<file path="src/rtl/timer_periph_slave.sv">
// Memory-mapped timer / GPIO responder for the CPU load/store bus.
// Holds a reloadable 32-bit interval timer with a level interrupt, the LED and
// 7-segment output registers, the switch input and a free-running tick counter.
// Reads are combinational (the CPU samples rdata in the same cycle it strobes rd);
// writes land on the rising edge where wr is high.
module timer_periph_slave #(
    parameter int LED_W  = 8,
    parameter int SW_W   = 8,
    parameter int DIGI_W = 12
) (
    input  logic              clk,
    input  logic              reset,
    input  logic              rd,
    input  logic              wr,
    input  logic [31:0]       addr,
    input  logic [31:0]       wdata,
    output logic [31:0]       rdata,
    input  logic [SW_W-1:0]   switch,
    output logic [LED_W-1:0]  led,
    output logic [DIGI_W-1:0] digi,
    output logic              irqout
);

    // Word index of each register (byte offset / 4); addr[1:0] never decoded.
    localparam logic [5:0] IDX_TH      = 6'h00;
    localparam logic [5:0] IDX_TL      = 6'h01;
    localparam logic [5:0] IDX_TCON    = 6'h02;
    localparam logic [5:0] IDX_LED     = 6'h03;
    localparam logic [5:0] IDX_SWITCH  = 6'h04;
    localparam logic [5:0] IDX_DIGI    = 6'h05;
    localparam logic [5:0] IDX_SYSTICK = 6'h06;

    // TCON bit positions
    localparam int TCON_EN   = 0;
    localparam int TCON_IE   = 1;
    localparam int TCON_STAT = 2;

    // Architectural state
    logic [31:0]       r_th;
    logic [31:0]       r_tl;
    logic [2:0]        r_tcon;
    logic [LED_W-1:0]  r_led;
    logic [DIGI_W-1:0] r_digi;
    logic [31:0]       r_systick;

    // Address decode
    logic [5:0] w_idx;
    logic       w_wr_th;
    logic       w_wr_tl;
    logic       w_wr_tcon;
    logic       w_wr_led;
    logic       w_wr_digi;

    // Timer datapath
    logic        w_tl_at_max;
    logic        w_overflow;
    logic        w_irq_hit;
    logic [31:0] w_tl_counted;

    // Only the low byte (minus the byte lane) selects a register.
    logic w_unused_addr;
    assign w_unused_addr = ^{addr[31:8], addr[1:0]};

    assign w_idx     = addr[7:2];
    assign w_wr_th   = wr && (w_idx == IDX_TH);
    assign w_wr_tl   = wr && (w_idx == IDX_TL);
    assign w_wr_tcon = wr && (w_idx == IDX_TCON);
    assign w_wr_led  = wr && (w_idx == IDX_LED);
    assign w_wr_digi = wr && (w_idx == IDX_DIGI);

    // Overflow is the enabled cycle in which TL sits at all-ones; the reload
    // always uses the TH value held before this edge, so a simultaneous TH
    // write only affects the following overflow.
    assign w_tl_at_max  = (r_tl == 32'hFFFF_FFFF);
    assign w_overflow   = r_tcon[TCON_EN] && w_tl_at_max;
    assign w_irq_hit    = w_overflow && r_tcon[TCON_IE];
    assign w_tl_counted = w_overflow ? r_th : (r_tl + 32'd1);

    // TH reload register: plain software register.
    always_ff @(posedge clk or posedge reset) begin
        if (reset) begin
            r_th <= '0;
        end else if (w_wr_th) begin
            r_th <= wdata;
        end
    end

    // TL counter: a CPU write beats counting/reload in the same cycle.
    always_ff @(posedge clk or posedge reset) begin
        if (reset) begin
            r_tl <= '0;
        end else if (w_wr_tl) begin
            r_tl <= wdata;
        end else if (r_tcon[TCON_EN]) begin
            r_tl <= w_tl_counted;
        end
    end

    // TCON: software owns enable/irq-enable; the status bit is set by hardware
    // on an unmasked overflow and that set wins over a software clear.
    always_ff @(posedge clk or posedge reset) begin
        if (reset) begin
            r_tcon <= 3'b000;
        end else if (w_wr_tcon) begin
            r_tcon[TCON_EN]   <= wdata[TCON_EN];
            r_tcon[TCON_IE]   <= wdata[TCON_IE];
            r_tcon[TCON_STAT] <= wdata[TCON_STAT] | w_irq_hit;
        end else if (w_irq_hit) begin
            r_tcon[TCON_STAT] <= 1'b1;
        end
    end

    // LED and 7-segment output registers take the low bits of the write data.
    always_ff @(posedge clk or posedge reset) begin
        if (reset) begin
            r_led  <= '0;
            r_digi <= '0;
        end else begin
            if (w_wr_led) begin
                r_led <= wdata[LED_W-1:0];
            end
            if (w_wr_digi) begin
                r_digi <= wdata[DIGI_W-1:0];
            end
        end
    end

    // Free-running tick counter; wraps naturally at 2^32.
    always_ff @(posedge clk or posedge reset) begin
        if (reset) begin
            r_systick <= '0;
        end else begin
            r_systick <= r_systick + 32'd1;
        end
    end

    // Combinational read mux; narrow registers are zero-extended and idle or
    // unmapped accesses return zero so the CPU bus mux can OR responders.
    always_comb begin
        rdata = 32'h0;
        if (rd) begin
            case (w_idx)
                IDX_TH:      rdata = r_th;
                IDX_TL:      rdata = r_tl;
                IDX_TCON:    rdata[2:0] = r_tcon;
                IDX_LED:     rdata[LED_W-1:0] = r_led;
                IDX_SWITCH:  rdata[SW_W-1:0] = switch;
                IDX_DIGI:    rdata[DIGI_W-1:0] = r_digi;
                IDX_SYSTICK: rdata = r_systick;
                default:     rdata = 32'h0;
            endcase
        end
    end

    assign led    = r_led;
    assign digi   = r_digi;
    // Level interrupt taken straight from registered state: masking with the
    // enable bit hides it without losing the pending status.
    assign irqout = r_tcon[TCON_IE] & r_tcon[TCON_STAT];

endmodule

</file>
<file path="config.mk">
export PLATFORM = sky130hd
export DESIGN_NAME = timer_periph_slave
export DESIGN_NICKNAME = d
export VERILOG_FILES = /design/src/rtl/timer_periph_slave.sv
export SDC_FILE = /design/constraint.sdc
export NUM_CORES = 1
export LEC_CHECK = 0
export ABC_CLOCK_PERIOD_IN_PS = 5000
export CORE_MARGIN = 3
export CORE_UTILIZATION = 35
export DETAILED_ROUTE_END_ITERATION = 16
export GPL_TIMING_DRIVEN = 0
export PLACE_DENSITY_LB_ADDON = 0.15
export SYNTH_ARGS = -nofsm -noshare
export SYNTH_HDL_FRONTEND = slang
export SYNTH_SLANG_ARGS = --single-unit
</file>
<file path="constraint.sdc">
create_clock -name clk -period 5 [get_ports clk]
set_input_delay 1 -clock clk [delete_from_list [all_inputs] [get_ports clk]]
set_output_delay 1 -clock clk [all_outputs]
set_load 0.02 [all_outputs]
</file>
# Word level (Yosys, flattened, before mapping)
# Index checks and enable logic that the tools add are counted.
[classes]
mux = 10
n_bitwise = 2
n_reduce_logical = 10
n_addsub = 2
eq_ne = 7
[op_table]
columns = ["operator", "count"]
rows = [
  ["32-bit two-way mux", 4],
  ["32-bit by 1-bit adder with 32-bit output, second input constant", 2],
  ["20-bit case mux with 3 select lines", 1],
  ["32-bit equality test, second input constant", 1],
  ["5-bit case mux with 6 select lines", 1],
  ["3-bit case mux with 7 select lines", 1],
  ["6-bit by 3-bit equality test with 1-bit output, second input constant", 3],
  ["4-bit case mux with 4 select lines", 1],
  ["6-bit by 2-bit equality test with 1-bit output, second input constant", 2],
  ["1-bit logical AND", 7],
  ["6-bit by 1-bit equality test with 1-bit output, second input constant", 1],
  ["6-bit logical NOT", 1],
  ["2-bit nonzero test", 2],
  ["1-bit two-way mux", 2],
  ["1-bit bitwise AND", 1],
  ["1-bit bitwise OR", 1],
]
[totals]
in_bits = 76
wordCells = 38
ff_bits = 119

# Logic depth before layout (Yosys ltp)
# Gate-level depths: netlist of run 1.
[logic_depth]
word_depth = 5
ltp_mapped = 9
mapped_depth_nobuf = 6

# Worst setup path after synthesis of run 1
# Ideal clock, no wire load.
[synth_path]
path_type = "input to output"
startpoint = "input addr[5]"
endpoint = "output rdata[3]"
t_arrival_ns = 3.138
cell_stages = 6
path_slack_ns = 0.862
path_cell_list = "nor4_1 > nor3b_1 > clkbuf_1 > buf_2 > a22oi_1 > a21boi_0"
[synth_via]
elab_chain_cells = 3
[synth_rtl]
columns = ["element", "line_no", "rtl"]
rows = [
  ["start: declaration", "15", "input logic [31:0] addr,"],
  ["6-bit by 3-bit equality test with 1-bit output, or another cell as far along", "142", "case (w_idx)"],
  ["5-bit case mux with 6 select lines *", "142", ""],
  ["32-bit two-way mux *", "141", "if (rd) begin"],
  ["end: declaration", "17", "output logic [31:0] rdata,"],
]
# Every way passes the cells marked *; elsewhere a longest branch is shown, timed or not.

# Final worst setup path of run 1
[layout_path]
startpoint = "input addr[6]"
endpoint = "output rdata[6]"
# The elaborated chain is that of the path after synthesis.

==> results.toml, run 1 <==
[timing]
period_minus_slack_ps = 4782
final_max_slew_viol_count = 0
finalHoldViolations = 0
finalWorstSetupSlack_ps = 218.4
maxClockFrequency_mhz = 209.1
rsz0062_at_grt = "no"
final.period_utilization = 0.9563
finClkSkew_ps = 6.365
report.final.setup_viol = 0
maxSlewHeadroom = 0.01742
tightestPinTransition_ps = 1460

[job]
number_of_max_cap_violations = 1

[cts]
clockRootBuffer = "sky130_fd_sc_hd__clkbuf_16"
tritoncts_clock_tree = "yes"
cts_hold_buffers = 0
cts-htree-levels = 4
cts_num_sinks = 119
clk_slew_on_worst_s_h_paths_ps = 60
clk_latency_ps = 410
num_cts_buffers = 17
cts-root-to-sink-buffers = 2

[synth]
syn-mean-instance-area_um2 = 9.892
synth.top_cell.area_share = 0.4421
synth-edff-count = 0
gate_count_of_the_mapped_netlist = 681
synth-async-reset-ratio = 1.000
mappedNetlistArea_mm2 = 0.006736
yosysUniqueCellTypes = 57
commonest_cells_in_the_synthesized_netlist = "sky130_fd_sc_hd__dfrtp_1 (119), sky130_fd_sc_hd__mux2_2 (57), sky130_fd_sc_hd__nor2_1 (54)"
yosysSeqAreaShare = 0.4421
netlist_top_cells_area = "sky130_fd_sc_hd__dfrtp_1 (44%), sky130_fd_sc_hd__mux2_2 (9.5%), sky130_fd_sc_hd__a222oi_1 (4.0%), sky130_fd_sc_hd__xor2_1 (3.5%), sky130_fd_sc_hd__o21ai_0 (3.1%)"
yosys_warnings = 0
synthesis_stage_register_bit_count = 119
synthMostInstantiatedCell = "sky130_fd_sc_hd__dfrtp_1"
synth.largest_area_cell = "sky130_fd_sc_hd__dfrtp_1"
synth_ff_type = "sky130_fd_sc_hd__dfrtp_1"
syn-num-nets = 759

[route]
detail_route.wl_per_cell_um = 21.14
routed_wirelength_um = 22740
detail_route.drc_violations = 0
detail_route.vias_per_cell = 5.762
pre_repair_dr_iteration_count = 9
first_iter_violations = 866
ant_nets = 0
dr_total_vias = 6200

[power]
ir_drop_uv = 195.9
power.leakage_uw = 0.003642
power_density_mw_per_mm2 = 370.4

[placement]
place.detailed.hpwl_um = 16280
dp_slack_ps = -857.5
numPortBuffers = 102
gp_congestion = 0.9055
dp_cells = 1044
placement.cell_area_mm2 = 0.008115

[die]
num_rows = 50
initial_core_util = 0.3577
top_level_ports = 129
chipHeight_um = 144.7
floorplan.core_area_mm2 = 0.01883
die-area_mm2 = 0.02095
chipWidth_um = 144.7

[global_routing]
grt_antenna_before_repair = 0
grt_util_all_layers = 0.2238
grt_start_max_net_pins = 72
vias_in_the_first_global_route = 6218
grt.overflow.total = 0
first_pass_grt_wire_length_um = 35610

[cells_and_area]
syn2layout_area_growth_pct = 30.29
final_nets = 881
fillCellCount = 1778
finalNonFillerCells = 1076
multi_input_area_mm2 = 0.003535
stdcell_area_mm2 = 0.008777
layout-drive-gt1-share = 0.1544
antennaDiodeCount = 0
ff_latch_area_mm2 = 0.002978

[setup_path]
cp.required_ps = 4000
timing.reg2reg.setup_slack_ps = 1860
setup.worst_path.end_class = "primary output"
criticalPathCategory = "in2out"
sort_of_element_at_the_start_of_the_critical_path = "input pin"
arrival_ps = 3780
path_max_fanout = 10

[outcome]
outcome = "complete, but fails checks"
failed_checks = "max-capacitance violations"

[hold_path]
holdCritPathClass = "reg2reg"
[logic make-up after synthesis]
logic type | synth area share
adders and majority gates | 0.003714
muxes | 0.1276
buffers and inverters | 0.03789
AOI/OAI and AO/OA | 0.1441
xor gates and xnor gates | 0.06371
DFF | 0.4421
and+or+nand+nor | 0.1809
[cell type report]
class / instances / area share
multi-input cells: 501 / 0.4027
flip-flops and latches: 119 / 0.3393
repair buffers: 104 / 0.1203
clock buffers: 18 / 0.05004
well taps: 260 / 0.03706
plain buffers: 43 / 0.02281
clock inverters: 14 / 0.01996
inverters: 17 / 0.007840
[per-layer routing]
layer	routed length, um	global-route usage
met4	533	0.07413
met5	0	0
met2	10650	0.3526
met3	1691	0.04765
met1	9865	0.3083
[through the flow]
stage	power, uW	util	hold slack, ps	TNS [ps]
6_report	3251	0.4661	504.2	0
3_3_place_gp	1952	0.4292	492.8	-149720
4_1_cts	3262	0.4655	508.7	0
2_1_floorplan	1706	-	440.6	0
5_1_grt	3425	0.4661	524.0	0
3_5_place_dp	1974	0.4310	500.3	-21610
[path summary, 6_finish.rpt]
check,start,endpoint,depth (start not counted)
worst max register to register,r_systick[0]$_DFF_PP0_,r_systick[22]$_DFF_PP0_,6
worst min-delay path,r_systick[0]$_DFF_PP0_,r_systick[0]$_DFF_PP0_,1
max in group asynchronous,reset,r_tl[23]$_DFFE_PP0P_,3
min in group asynchronous,reset,r_systick[7]$_DFF_PP0_,2
worst min register to register,r_systick[0]$_DFF_PP0_,r_systick[0]$_DFF_PP0_,1
worst max-delay path,addr[6],rdata[6],8
[flip-flops by register name, summed over array words and instances (netlist names)]
| name | count |
|---|---|
| r_tl | 32 |
| r_tcon | 3 |
| r_th | 32 |
| r_systick | 32 |
| digi | 12 |
| led | 8 |
[critical path: stages]
cell and delay, ps:
sky130_fd_sc_hd__clkdlybuf4s50_1 490, sky130_fd_sc_hd__nor4_4 400, sky130_fd_sc_hd__nor3b_2 280, sky130_fd_sc_hd__clkbuf_4 280, sky130_fd_sc_hd__buf_2 290, sky130_fd_sc_hd__a22oi_1 140
sky130_fd_sc_hd__a21boi_0 250, sky130_fd_sc_hd__clkdlybuf4s50_1 650
[report_power, final]
part | switching [uW] | internal (uW) | leakage, uW | total [uW]
Clock | 475 | 800 | 0.000292 | 1270
Sequential | 208 | 1120 | 0.00155 | 1330
Combinational | 332 | 318 | 0.00179 | 649
[placed cells by master, fill, tap and decap left out, drive strengths merged, types with 4 or more instances in the layout]
cell	Yosys	routed
nand2	43	43
and2	6	6
nand3	27	27
o22ai	4	4
dfrtp	119	119
buf	14	15
inv	17	18
mux2i	15	15
a222oi	27	27
o31ai	4	4
nor4	12	12
and4	5	5
a21oi	32	32
clkbuf	30	48
nand4	20	20
a32oi	4	4
a21boi	5	5
nor3	19	19
clkinv	0	7
a31oi	5	5
a22oi	4	4
mux2	57	57
clkdlybuf4s50	0	102
xnor2	22	22
nor2	54	54
o21ai	44	44
xor2	27	27
and3	22	22
[timing repair]
item	in CTS	in global routing
setup endpoints to repair	31	27
gates cloned	0	0
gates resized for setup	6	14
buffers inserted	1	0
pin swaps	1	0
No activity file was read; power rests on OpenSTA's default activity.
==> inputs of run 2 (changes only) <==
- CORE_UTILIZATION: 35 -> 53
- GPL_ROUTABILITY_DRIVEN: default -> 0
- PLACE_DENSITY: default -> 0.81
- PLACE_DENSITY_LB_ADDON: 0.15 -> default
==> results.toml, run 2 (same netlist as run 1, synthesis figures left out) <==
[outcome]
outcome = "complete, no violations"

[route]
detail_route.drc_violations = 0
routed_wirelength_um = 21210
detail_route.wl_per_cell_um = 21.54
first_iter_violations = 1033
ant_nets = 0
detail_route.vias_per_cell = 6.554
pre_repair_dr_iteration_count = 7
dr_total_vias = 6456

[global_routing]
grt_start_max_net_pins = 73
grt_util_all_layers = 0.3042
grt_antenna_before_repair = 0
grt.overflow.total = 0
vias_in_the_first_global_route = 6575
first_pass_grt_wire_length_um = 34140

[die]
initial_core_util = 0.5516
chipWidth_um = 118.7
top_level_ports = 129
num_rows = 40
die-area_mm2 = 0.01410
chipHeight_um = 118.7
floorplan.core_area_mm2 = 0.01221

[timing]
maxClockFrequency_mhz = 205.6
finalHoldViolations = 0
period_minus_slack_ps = 4865
tightestPinTransition_ps = 1314
final.period_utilization = 0.9730
final_max_slew_viol_count = 0
finClkSkew_ps = 8.530
holdWs_ps = 529.5
report.final.setup_viol = 0
maxSlewHeadroom = 0.1161

[cts]
cts-root-to-sink-buffers = 2
clk_slew_on_worst_s_h_paths_ps = 50
cts-htree-levels = 4
clockRootBuffer = "sky130_fd_sc_hd__clkbuf_16"
clk_latency_ps = 430
num_cts_buffers = 17
cts_num_sinks = 119
tritoncts_clock_tree = "yes"

[power]
power.total_uw = 3332
switchingPower_uw = 999.4
power.sequential.fraction = 0.400
pwr-share-comb = 0.196
internal_power_uw = 2333
ir_drop_uv = 217.1
power_frac_clock = 0.404
power_density_mw_per_mm2 = 383.6
power.switching_fraction = 0.2999
power.leakage_uw = 0.003647

[setup_path]
criticalPathCategory = "in2out"
sort_of_element_at_the_start_of_the_critical_path = "input pin"
cp.required_ps = 4000
path_max_fanout = 10
setup.worst_path.end_class = "primary output"
arrival_ps = 3870

[job]
number_of_max_cap_violations = 0

[placement]
place.detailed.hpwl_um = 14540
numPortBuffers = 102

[cells_and_area]
layout-drive-gt1-share = 0.1469
mostFrequentLayoutCell = "sky130_fd_sc_hd__dfrtp_1"
biggestRegsByFlops = "r_systick: 32 flops, r_th: 32 flops, r_tl: 32 flops"
antennaDiodeCount = 0
syn2layout_area_growth_pct = 28.96
final_nets = 882
mostFrequentLayoutCells = "sky130_fd_sc_hd__dfrtp_1 (119), sky130_fd_sc_hd__clkdlybuf4s50_1 (102), sky130_fd_sc_hd__mux2_2 (57), sky130_fd_sc_hd__nor2_1 (54), sky130_fd_sc_hd__nand2_1 (43)"

[hold_path]
holdCritPathClass = "reg2reg"
## run 2: changes by cell type in the layout (fill, tap and decap cells not counted), sizes merged
cell	before	now
clkinv	7	4
clkbuf	48	50
inv	18	17
buf	15	16
bufinv	3	5
## run 2: through the flow
stage | std cells | setup slack [ps] | instance area [um^2] | setup TNS [ps] | utilization
final | 985 | 135.0 | 8687 | 0 | 0.7114
after global routing | 985 | -0.6422 | 8687 | -0.6422 | 0.7114
after CTS | 984 | -24.58 | 8670 | -24.58 | 0.7099
after detailed placement | 952 | -640.1 | 8000 | -15490 | 0.6551
after global placement | 951 | -789.3 | 7968 | -108290 | 0.6525
after floorplan | 681 | 842.5 | 6736 | 0 | -
## run 2: cell type report
cell class              instances  area (um^2)
multi-input cells             501         3530
repair buffers                104         1056
clock inverters                12        200.2
fillers                       946         3525
well taps                     168        210.2
plain buffers                  44        197.7
flip-flops and latches        119         2978
clock buffers                  20        446.7
inverters                      17        68.82
## run 2: final timing paths
check | startpoint | endpoint | slack, ps | cells after the start
worst max-delay path | addr[5] | rdata[11] | 130 | 8
worst min-delay path | r_systick[15]$_DFF_PP0_ | r_systick[15]$_DFF_PP0_ | 530 | 1
worst max register to register | r_systick[0]$_DFF_PP0_ | r_systick[24]$_DFF_PP0_ | 1970 | 6
worst min register to register | r_systick[15]$_DFF_PP0_ | r_systick[15]$_DFF_PP0_ | 530 | 1
max in group asynchronous | reset | r_systick[28]$_DFF_PP0_ | 3290 | 3
min in group asynchronous | reset | r_systick[7]$_DFF_PP0_ | 980 | 2
## run 2: what timing repair did
action | CTS | global route
buffers inserted | 0 | 1
endpoints found under the setup margin | 31 | 30
gates cloned | 0 | 0
hold buffers | 0 | 0
pin swaps | 0 | 1
resized for setup | 5 | 7
## run 2: power groups by stage
stage,Sequential [uW],Clock [uW],Combinational [uW]
6_report,1330,1350,653
5_1_grt,1350,1400,714
3_3_place_gp,1320,0,604
2_1_floorplan,1290,0,415
4_1_cts,1320,1350,643
3_5_place_dp,1330,0,632
## run 2: worst max-delay path, stage by stage
cell and delay, ps:
sky130_fd_sc_hd__clkdlybuf4s50_1 500, sky130_fd_sc_hd__nor3_4 410, sky130_fd_sc_hd__and3_1 220, sky130_fd_sc_hd__clkbuf_1 350, sky130_fd_sc_hd__clkbuf_2 380, sky130_fd_sc_hd__a222oi_1 170, sky130_fd_sc_hd__a21oi_1 210, sky130_fd_sc_hd__clkdlybuf4s50_1 630
## run 2: routing by layer
metal | share of wire | GRT usage | up-vias
met5 | 0 | 0 | -
met4 | 0.034 | 0.1354 | 0
met3 | 0.099 | 0.08134 | 73
met2 | 0.47 | 0.4849 | 433
met1 | 0.39 | 0.3894 | 3155
li1 | - | - | 2795
==> inputs of run 3 (changes only) <==
- PLACE_DENSITY: 0.81 -> 0.79
==> results.toml, run 3 (same netlist as run 1, synthesis figures left out) <==
[route]
ant_nets = 0
pre_repair_dr_iteration_count = 8
detail_route.drc_violations = 0
routed_wirelength_um = 21430
dr_total_vias = 6428
detail_route.wl_per_cell_um = 21.73
detail_route.vias_per_cell = 6.519
first_iter_violations = 850

[cells_and_area]
syn2layout_area_growth_pct = 28.90
fillCellCount = 934
biggestRegsByFlops = "r_systick: 32 flops, r_th: 32 flops, r_tl: 32 flops"
finalNonFillerCells = 986
layout-drive-gt1-share = 0.1516
final_nets = 883
antennaDiodeCount = 0
mostFrequentLayoutCells = "sky130_fd_sc_hd__dfrtp_1 (119), sky130_fd_sc_hd__clkdlybuf4s50_1 (102), sky130_fd_sc_hd__mux2_2 (57), sky130_fd_sc_hd__nor2_1 (54), sky130_fd_sc_hd__nand2_1 (43)"
mostFrequentLayoutCell = "sky130_fd_sc_hd__dfrtp_1"

[setup_path]
arrival_ps = 3960
crit_chain = "clkdlybuf4s50_1 -> nor4_4 -> nor3b_1 -> clkbuf_4 -> buf_2 -> a22oi_1 -> a21boi_0 -> clkdlybuf4s50_1"
cp.required_ps = 4000
setup.worst_path.end_class = "primary output"
worst-path-buf-inv = 4
cpMostUsedCell = "sky130_fd_sc_hd__clkdlybuf4s50_1"
sort_of_element_at_the_start_of_the_critical_path = "input pin"
crit_slowest_cell = "sky130_fd_sc_hd__clkdlybuf4s50_1"
startpoint = "addr[5]"
criticalPathCategory = "in2out"
ff2ff_path_depth = 6
setup.worst_path.end = "rdata[6]"
timing.critical_path.depth = 8
path_max_fanout = 10
timing.rr.start = "r_systick[0]$_DFF_PP0_"
reg_to_reg_endpoint = "r_systick[30]$_DFF_PP0_"
timing.reg2reg.setup_slack_ps = 1990
critical-path-top-delay-family = "buffers and inverters"
cp_slowest_stage_delay_ps = 650

[timing]
report.final.setup_viol = 0
maxClockFrequency_mhz = 201.5
final.period_utilization = 0.9926
final_max_slew_viol_count = 0
maxSlewHeadroom = 0.1166
setup_total_negative_slack_ps = 0
tightestPinTransition_ps = 1313
period_minus_slack_ps = 4963
finClkSkew_ps = 8.740
finalHoldViolations = 0

[placement]
numPortBuffers = 102
dp_cells = 952
place.detailed.hpwl_um = 14780

[cts]
cts-root-to-sink-buffers = 2
clockRootBuffer = "sky130_fd_sc_hd__clkbuf_16"
cts_hold_buffers = 0
tritoncts_clock_tree = "yes"
clk_latency_ps = 430
cts_num_sinks = 119
num_cts_buffers = 17
cts-htree-levels = 4
clk_slew_on_worst_s_h_paths_ps = 50

[global_routing]
grt.overflow.total = 0
first_pass_grt_wire_length_um = 34610
grt_start_max_net_pins = 73
grt_antenna_before_repair = 0
vias_in_the_first_global_route = 6623
grt_util_all_layers = 0.3108

[outcome]
outcome = "complete, no violations"

[hold_path]
holdCritPathClass = "reg2reg"

[power]
power.leakage_uw = 0.003662
power.switching_fraction = 0.3035
internal_power_uw = 2297
power_frac_clock = 0.400
pwr-share-comb = 0.197
switchingPower_uw = 1001
ir_drop_uv = 309.5
power_density_mw_per_mm2 = 379.8
power.sequential.fraction = 0.403

[die]
chipWidth_um = 118.7
top_level_ports = 129
initial_core_util = 0.5516
chipHeight_um = 118.7
num_rows = 40
floorplan.core_area_mm2 = 0.01221
die-area_mm2 = 0.01410

[job]
number_of_max_cap_violations = 0
## run 3: cell count changes in the layout (fill, tap and decap cells not counted), sizes merged
cell      delta
clkinvlp     -2
bufinv       -1
clkbuf       +1
inv          +1
clkinv       +2
## run 3: cell type report
type	count	area, um^2	share of cell area
Sequential cell	119	2978	0.3429
Tap cell	168	210.2	0.02421
Inverter	17	68.82	0.007925
Buffer	44	202.7	0.02334
Clock buffer	20	456.7	0.05259
Multi-Input combinational cell	501	3530	0.4065
Clock inverter	12	173.9	0.02003
Timing Repair Buffer	105	1064	0.1225
## run 3: per-layer routing
layer	up-vias	share of wire	global-route usage
li1	2798	-	-
met1	3136	0.38	0.3882
met2	425	0.47	0.4931
met3	69	0.11	0.08804
met4	0	0.041	0.1579
met5	-	0	0
## run 3: worst min path at each step
stage,cells past startpoint,endpoint,slack [ps],from
floorplan,1,r_systick[31]$_DFF_PP0_,440,r_systick[31]$_DFF_PP0_
global placement,1,r_systick[0]$_DFF_PP0_,490,r_systick[0]$_DFF_PP0_
detailed placement,1,r_systick[29]$_DFF_PP0_,500,r_systick[29]$_DFF_PP0_
CTS,1,r_systick[23]$_DFF_PP0_,520,r_systick[23]$_DFF_PP0_
global route,1,r_systick[23]$_DFF_PP0_,540,r_systick[23]$_DFF_PP0_
finish,1,r_systick[23]$_DFF_PP0_,520,r_systick[23]$_DFF_PP0_
## run 3: power groups by stage
stage	registers (uW)	clock network, uW	logic, uW
2_1_floorplan	1290	0	415
3_3_place_gp	1320	0	606
3_5_place_dp	1330	0	631
4_1_cts	1320	1320	641
5_1_grt	1340	1370	719
6_report	1330	1320	648
## run 3: through the flow
| step | util | worst slack (ps) | power [uW] | hold WS (ps) | instance area [um^2] |
|---|---|---|---|---|---|
| 2_1_floorplan | - | 842.5 | 1706 | 440.6 | 6736 |
| 3_3_place_gp | 0.6525 | -818.2 | 1925 | 492.5 | 7968 |
| 3_5_place_dp | 0.6551 | -690.2 | 1959 | 501.9 | 8000 |
| 4_1_cts | 0.7089 | 12.76 | 3281 | 518.3 | 8657 |
| 5_1_grt | 0.7111 | -36.29 | 3436 | 541.3 | 8683 |
| 6_report | 0.7111 | 36.91 | 3298 | 520.0 | 8683 |
## run 3: timing repair
action,in CTS,in global routing
pin swaps,0,1
buffers inserted,0,2
endpoints found under the setup margin,31,26
endpoints found under the hold margin,0,0
resized for setup,8,6
